### src/rtl/mult4x4_dot_acc_pkg.sv
// Shared types and default widths for the dot-product accumulator that sits
// behind the 4x4 array multiplier.
package mult4x4_acc_pkg;

  typedef enum logic [1:0] {
    IDLE = 2'd0,
    ACC  = 2'd1,
    DONE = 2'd2
  } state_t;

  localparam int PROD_W = 8;
  localparam int ACC_W  = 12;

endpackage

### src/rtl/mult4x4_dot_acc_if.sv
// Product-in / result-out stream bundle. The accumulator is the slave; the
// producer/consumer pair drives it through the master modport.
interface mult4x4_dot_acc_if #(
  parameter int PROD_W = 8,
  parameter int ACC_W  = 12,
  parameter int LEN_W  = 5
);

  logic [PROD_W-1:0] in_product;
  logic              in_valid;
  logic              in_last;
  logic              in_ready;
  logic [ACC_W-1:0]  out_sum;
  logic [LEN_W-1:0]  out_len;
  logic              out_ovf;
  logic              out_trunc;
  logic              out_valid;
  logic              out_ready;

  modport master (
    output in_product, in_valid, in_last, out_ready,
    input  in_ready, out_sum, out_len, out_ovf, out_trunc, out_valid
  );

  modport slave (
    input  in_product, in_valid, in_last, out_ready,
    output in_ready, out_sum, out_len, out_ovf, out_trunc, out_valid
  );

endinterface

### src/rtl/mult4x4_dot_acc_sat_add.sv
// Combinational unsigned adder that clamps at the all-ones accumulator value
// and flags when the clamp engaged.
module mult4x4_sat_add #(
  parameter int ACC_W  = 12,
  parameter int PROD_W = 8
) (
  input  logic [ACC_W-1:0]  a,
  input  logic [PROD_W-1:0] b,
  output logic [ACC_W-1:0]  sum,
  output logic              sat
);

  // One spare bit catches the carry-out; the product is zero-extended.
  logic [ACC_W:0] full;

  assign full = {1'b0, a} + {{(ACC_W + 1 - PROD_W){1'b0}}, b};
  assign sat  = full[ACC_W];
  assign sum  = sat ? {ACC_W{1'b1}} : full[ACC_W-1:0];

endmodule

### src/rtl/mult4x4_dot_acc.sv
// Accumulates a stream of products into a saturated dot-product sum and holds
// each closed vector on a valid/ready result port until it is taken.
module mult4x4_dot_acc #(
  parameter int PROD_W  = mult4x4_acc_pkg::PROD_W,
  parameter int MAX_LEN = 16,
  parameter int ACC_W   = mult4x4_acc_pkg::ACC_W,
  parameter int LEN_W   = 5
) (
  input  logic             clk,
  input  logic             rst,
  mult4x4_dot_acc_if.slave bus
);

  import mult4x4_acc_pkg::*;

  state_t             state_reg, state_next;
  logic [ACC_W-1:0]   acc_reg, acc_next;
  logic [LEN_W-1:0]   cnt_reg, cnt_next;
  logic               ovf_reg, ovf_next;
  logic               trunc_reg, trunc_next;

  logic               done;
  logic               accept;
  logic [ACC_W-1:0]   add_a;
  logic [ACC_W-1:0]   add_sum;
  logic               add_sat;
  logic [LEN_W-1:0]   cnt_base;
  logic [LEN_W-1:0]   cnt_inc;
  logic               len_hit;

  assign done   = (state_reg == DONE);
  assign accept = bus.in_valid & ~done;

  // A fresh vector adds onto zero, so IDLE and ACC share one adder and one
  // incrementer; the first beat can never saturate since ACC_W >= PROD_W.
  assign add_a    = (state_reg == ACC) ? acc_reg : '0;
  assign cnt_base = (state_reg == ACC) ? cnt_reg : '0;
  assign cnt_inc  = cnt_base + LEN_W'(1);
  assign len_hit  = (cnt_inc == LEN_W'(MAX_LEN));

  mult4x4_sat_add #(
    .ACC_W  (ACC_W),
    .PROD_W (PROD_W)
  ) u_sat_add (
    .a   (add_a),
    .b   (bus.in_product),
    .sum (add_sum),
    .sat (add_sat)
  );

  always_ff @(posedge clk) begin
    if (rst) begin
      state_reg <= IDLE;
      acc_reg   <= '0;
      cnt_reg   <= '0;
      ovf_reg   <= 1'b0;
      trunc_reg <= 1'b0;
    end else begin
      state_reg <= state_next;
      acc_reg   <= acc_next;
      cnt_reg   <= cnt_next;
      ovf_reg   <= ovf_next;
      trunc_reg <= trunc_next;
    end
  end

  always_comb begin
    state_next = state_reg;
    acc_next   = acc_reg;
    cnt_next   = cnt_reg;
    ovf_next   = ovf_reg;
    trunc_next = trunc_reg;
    case (state_reg)
      IDLE, ACC: begin
        if (accept) begin
          acc_next = add_sum;
          cnt_next = cnt_inc;
          ovf_next = ((state_reg == ACC) & ovf_reg) | add_sat;
          if (bus.in_last || len_hit) begin
            state_next = DONE;
            trunc_next = ~bus.in_last;
          end else begin
            state_next = ACC;
            trunc_next = 1'b0;
          end
        end
      end
      DONE: begin
        if (bus.out_ready) begin
          state_next = IDLE;
          acc_next   = '0;
          cnt_next   = '0;
          ovf_next   = 1'b0;
          trunc_next = 1'b0;
        end
      end
      default: begin
        state_next = IDLE;
        acc_next   = '0;
        cnt_next   = '0;
        ovf_next   = 1'b0;
        trunc_next = 1'b0;
      end
    endcase
  end

  // Result fields come straight from registers and read as zero outside DONE.
  genvar gi;
  generate
    for (gi = 0; gi < ACC_W; gi++) begin : g_sum
      assign bus.out_sum[gi] = acc_reg[gi] & done;
    end
    for (gi = 0; gi < LEN_W; gi++) begin : g_len
      assign bus.out_len[gi] = cnt_reg[gi] & done;
    end
  endgenerate

  assign bus.out_ovf   = ovf_reg & done;
  assign bus.out_trunc = trunc_reg & done;
  assign bus.out_valid = done;
  assign bus.in_ready  = ~done;

endmodule

### src/flat_wrapper.sv
// flat-port wrapper written by rule: the top's interface ports become plain ports
module mult4x4_dot_acc_flat import mult4x4_acc_pkg::*;
#(
  parameter int PROD_W  = mult4x4_acc_pkg::PROD_W,
  parameter int MAX_LEN = 16,
  parameter int ACC_W   = mult4x4_acc_pkg::ACC_W,
  parameter int LEN_W   = 5
)
  (clk, rst, bus_in_product, bus_in_valid, bus_in_last, bus_out_ready, bus_in_ready, bus_out_sum, bus_out_len, bus_out_ovf, bus_out_trunc, bus_out_valid);
  mult4x4_dot_acc_if #(.PROD_W(PROD_W), .ACC_W(ACC_W), .LEN_W(LEN_W)) bus_i ();
  input  logic clk;
  input  logic rst;
  input wire logic [$bits(bus_i.in_product)-1:0] bus_in_product;
  input wire logic [$bits(bus_i.in_valid)-1:0] bus_in_valid;
  input wire logic [$bits(bus_i.in_last)-1:0] bus_in_last;
  input wire logic [$bits(bus_i.out_ready)-1:0] bus_out_ready;
  output wire logic [$bits(bus_i.in_ready)-1:0] bus_in_ready;
  output wire logic [$bits(bus_i.out_sum)-1:0] bus_out_sum;
  output wire logic [$bits(bus_i.out_len)-1:0] bus_out_len;
  output wire logic [$bits(bus_i.out_ovf)-1:0] bus_out_ovf;
  output wire logic [$bits(bus_i.out_trunc)-1:0] bus_out_trunc;
  output wire logic [$bits(bus_i.out_valid)-1:0] bus_out_valid;
  assign bus_i.in_product = bus_in_product;
  assign bus_i.in_valid = bus_in_valid;
  assign bus_i.in_last = bus_in_last;
  assign bus_i.out_ready = bus_out_ready;
  assign bus_in_ready = bus_i.in_ready;
  assign bus_out_sum = bus_i.out_sum;
  assign bus_out_len = bus_i.out_len;
  assign bus_out_ovf = bus_i.out_ovf;
  assign bus_out_trunc = bus_i.out_trunc;
  assign bus_out_valid = bus_i.out_valid;
  mult4x4_dot_acc #(.PROD_W(PROD_W), .MAX_LEN(MAX_LEN), .ACC_W(ACC_W), .LEN_W(LEN_W)) u_core (.clk(clk), .rst(rst), .bus(bus_i));
endmodule
### config.mk
export PLATFORM = sky130hd
export DESIGN_NAME = mult4x4_dot_acc_flat
export DESIGN_NICKNAME = d
export VERILOG_FILES = /design/src/rtl/mult4x4_dot_acc_pkg.sv /design/src/rtl/mult4x4_dot_acc_if.sv /design/src/rtl/mult4x4_dot_acc_sat_add.sv /design/src/rtl/mult4x4_dot_acc.sv /design/src/flat_wrapper.sv
export SDC_FILE = /design/constraint.sdc
export NUM_CORES = 1
export LEC_CHECK = 0
export BUFFER_PORTS_ARGS = -buffer_cell sky130_fd_sc_hd__buf_4
export CAP_MARGIN = 40
export CORE_UTILIZATION = 59
export CTS_CLUSTER_DIAMETER = 50
export DETAILED_ROUTE_END_ITERATION = 8
export PLACE_DENSITY = 0.9
export REMOVE_ABC_BUFFERS = 1
export SETUP_SLACK_MARGIN = 0.15
export SLEW_MARGIN = 20
export SYNTH_ARGS = -nofsm -noshare
export SYNTH_HDL_FRONTEND = slang
export SYNTH_HIERARCHICAL = 1
export SYNTH_SLANG_ARGS = --single-unit
### constraint.sdc
create_clock -name clk -period 5.4 [get_ports clk]
set_input_delay 0.81 -clock clk [delete_from_list [all_inputs] [get_ports clk]]
set_output_delay 0.81 -clock clk [all_outputs]
set_load 0.01 [all_outputs]
==> out/metrics.cfg <==
[clocking]
clkTransAtPathRegs_ps=110
post_cts_buffers=0
cts_tree=done
holdBufCountCts=0
htreeDepth=1
clock-sinks=21
clkLatencyLatePin_ps=300
cts_resized=0
numCtsBuffers=3
clockBufferDepth=2
cts_root_buf=clkbuf_4

[power_and_ir_drop]
power_per_cell_area_nw_per_um2=155
ir_worst_vdd_v=0.000202
p_leak_uw=0.000846

[synthesis]
async_reset_ff_share_pct=0
ys_top_cells_by_area=dfxtp_1 (25%), and2_1 (13%), a21oi_1 (9.7%)
synth_top_area_share_pct=24.8
synth_edf_count=0
synth_top_cell_by_area=dfxtp_1
syn-cell-area_um2=1690
synth_flop_cell=dfxtp_1
yosysMostFrequentCell=and2_1
yosysUniqueCellTypes=39
netlist_instances=222
ys_seq_area_share_pct=24.8
synth_area_per_cell_um2=7.63
ys_ff_latch=21
ys_top_cells_by_count=and2_1 (35), a21oi_1 (33), nand2_1 (25)
synth_warnings=6

[place]
io_buffers=33
hpwl_mm=2.75
gp_congestion=0.900
placed_cells=274

[critical_path]
worstRegToRegCells=10
r2r_slack_ps=2170
path_class=flip-flop to flip-flop
slowest_delay_ps=760
reg2reg_from=u_core/state_reg[1]
critPathLaunchType=flip-flop
crit_path_end_kind=flip-flop
critPathSlowestCell=dfxtp_1
cp.arrival_ps=3430
cp_cell_sequence=nor2b_2 -> and2_1 -> ha_1 -> fa_1 -> a211oi_1 -> o211ai_2 -> nand2_1 -> o21ai_0 -> nand3b_1 -> a21oi_1
r2r-end=u_core/acc_reg[7]
path_max_fanout=22
cp.required_ps=5600

[floorplanning]
io_pins=34
die_w_um=55.6
chipHeight_um=55.6
start_util_pct=62.0
fp.dieArea_um2=3090
coreArea_um2=2730
row_count=19

[sta]
rsz0062_at_grt=false
finalHoldViolations=0
setup_tns_ps=0
setup-violations-final=0
clock_skew_ps=0.904
min_period_ps=3230
max_slew_margin_pct=56.2
timing.fmax_mhz=310
finalCritPeriodShare_pct=59.8
report.final.slew_viol_count=0
max_slew.worst_pin.slew_ps=656

[cells_and_area]
seqCellArea_um2=420
multiInputGateArea_um2=1190
n_antenna_cell=0
num-fill-cells=248
final_nets=271
finalNonFillerCells=278
largest_register_ffs=12
syn_to_final_growth_pct=14.6
drive_gt1_share_pct=17.0

[global_routing]
grt_usage_pct=23.9
grt_pass1_vias=1391
grt_max_degree=23
overflow=0
grt_first_pass_wirelength_mm=6.04
antenna_found_initial=0

[outcome]
status=finished clean

[worst_hold_path]
hp-start=u_core/trunc_reg
min_delay_worst_endpoint=u_core/trunc_reg
holdCritPathClass=flip-flop to flip-flop
holdPathStages=2

[route]
wl_per_cell_um=13.5
drtIter0Drc=84
dr.pass1.iters=4
wl_mm=3.77
ant_nets=0
drc=0
vias=1642
vias_per_cell=5.91

[job]
drv_cap=0

[worst max-delay path, delay by kind of cell, from the launching register on]
| kind | cells | cell delay [ps] |
|---|---|---|
| AO/OA/AOI/OAI | 4 | 770 |
| adder cells (fa/ha/maj) | 2 | 660 |
| flip-flops | 1 | 760 |
| AND/OR/NAND/NOR | 4 | 930 |
[metal layers]
| layer | vias up | GRT usage (%) | part of all wire [%] |
|---|---|---|---|
| li1 | 833 | - | - |
| met1 | 767 | 31.2 | 47 |
| met2 | 38 | 40.4 | 48 |
| met3 | 4 | 2.79 | 3.3 |
| met4 | 0 | 8.93 | 0.98 |
| met5 | - | 0 | 0 |
[per-stage QoR]
stage | hold slack, ps | utilization [%] | cell area, um2 | power (uW) | setup WS [ps]
floorplan | 426 | - | 1630 | 205 | 2650
global placement | 444 | 70.1 | 1920 | 228 | 2310
detailed placement | 450 | 70.1 | 1920 | 229 | 2220
CTS | 466 | 71.0 | 1940 | 303 | 2210
global route | 486 | 71.0 | 1940 | 316 | 1910
finish | 466 | 71.0 | 1940 | 302 | 2170
[worst max-delay path by stage]
stage	endpoint	startpoint	slack, ps
finish	u_core/acc_reg[7]	u_core/state_reg[1]	2170
global route	u_core/acc_reg[7]	u_core/state_reg[1]	1910
detailed placement	u_core/acc_reg[10]	u_core/state_reg[1]	2220
floorplan	u_core/acc_reg[10]	u_core/state_reg[1]	2650
global placement	u_core/acc_reg[10]	u_core/state_reg[1]	2310
CTS	u_core/acc_reg[10]	u_core/state_reg[1]	2210
[area by class of cell]
cell class                 instances  share of cell area, %
multi-input combinational        183                   61.1
sequential                        21                   21.6
timing repair buffer              33                   12.8
tap                               31                   2.00
clock buffer                       4                   1.35
inverter                           6                   1.16
[power breakdown]
part / leakage [uW] / total (uW) / internal (uW) / switching, uW
clock: 0.0000150 / 74.9 / 28.8 / 46.0
sequential: 0.000171 / 166 / 160 / 5.81
combinational: 0.000660 / 60.9 / 26.8 / 34.1
total: 0.000846 / 302 / 216 / 85.9
[logic make-up after synthesis]
logic type / synth area share [%]
simple gates: 35.7
compound gates: 21.6
flops: 24.8
buf+inv: 5.17
fa+ha+maj: 7.83
xor+xnor: 3.62
mux: 1.26
[placed cells by master (no fill, tap or decap), types with 2 or more instances in the layout]
master,n
a211oi_1,4
nand3b_1,14
nor3_1,2
a31oi_1,5
nand3_1,6
and2_1,35
nand4_1,2
a21oi_1,33
xnor2_1,4
o211ai_2,2
and3_1,3
o21ai_0,7
or2b_1,2
nand2b_1,6
xor2_1,3
buf_4,33
clkbuf_4,3
inv_1,6
ha_1,9
a21o_1,2
o211ai_1,3
nor2_1,2
nand2_1,25
dfxtp_1,21
Note: power is estimated with default switching activity, not from simulation.
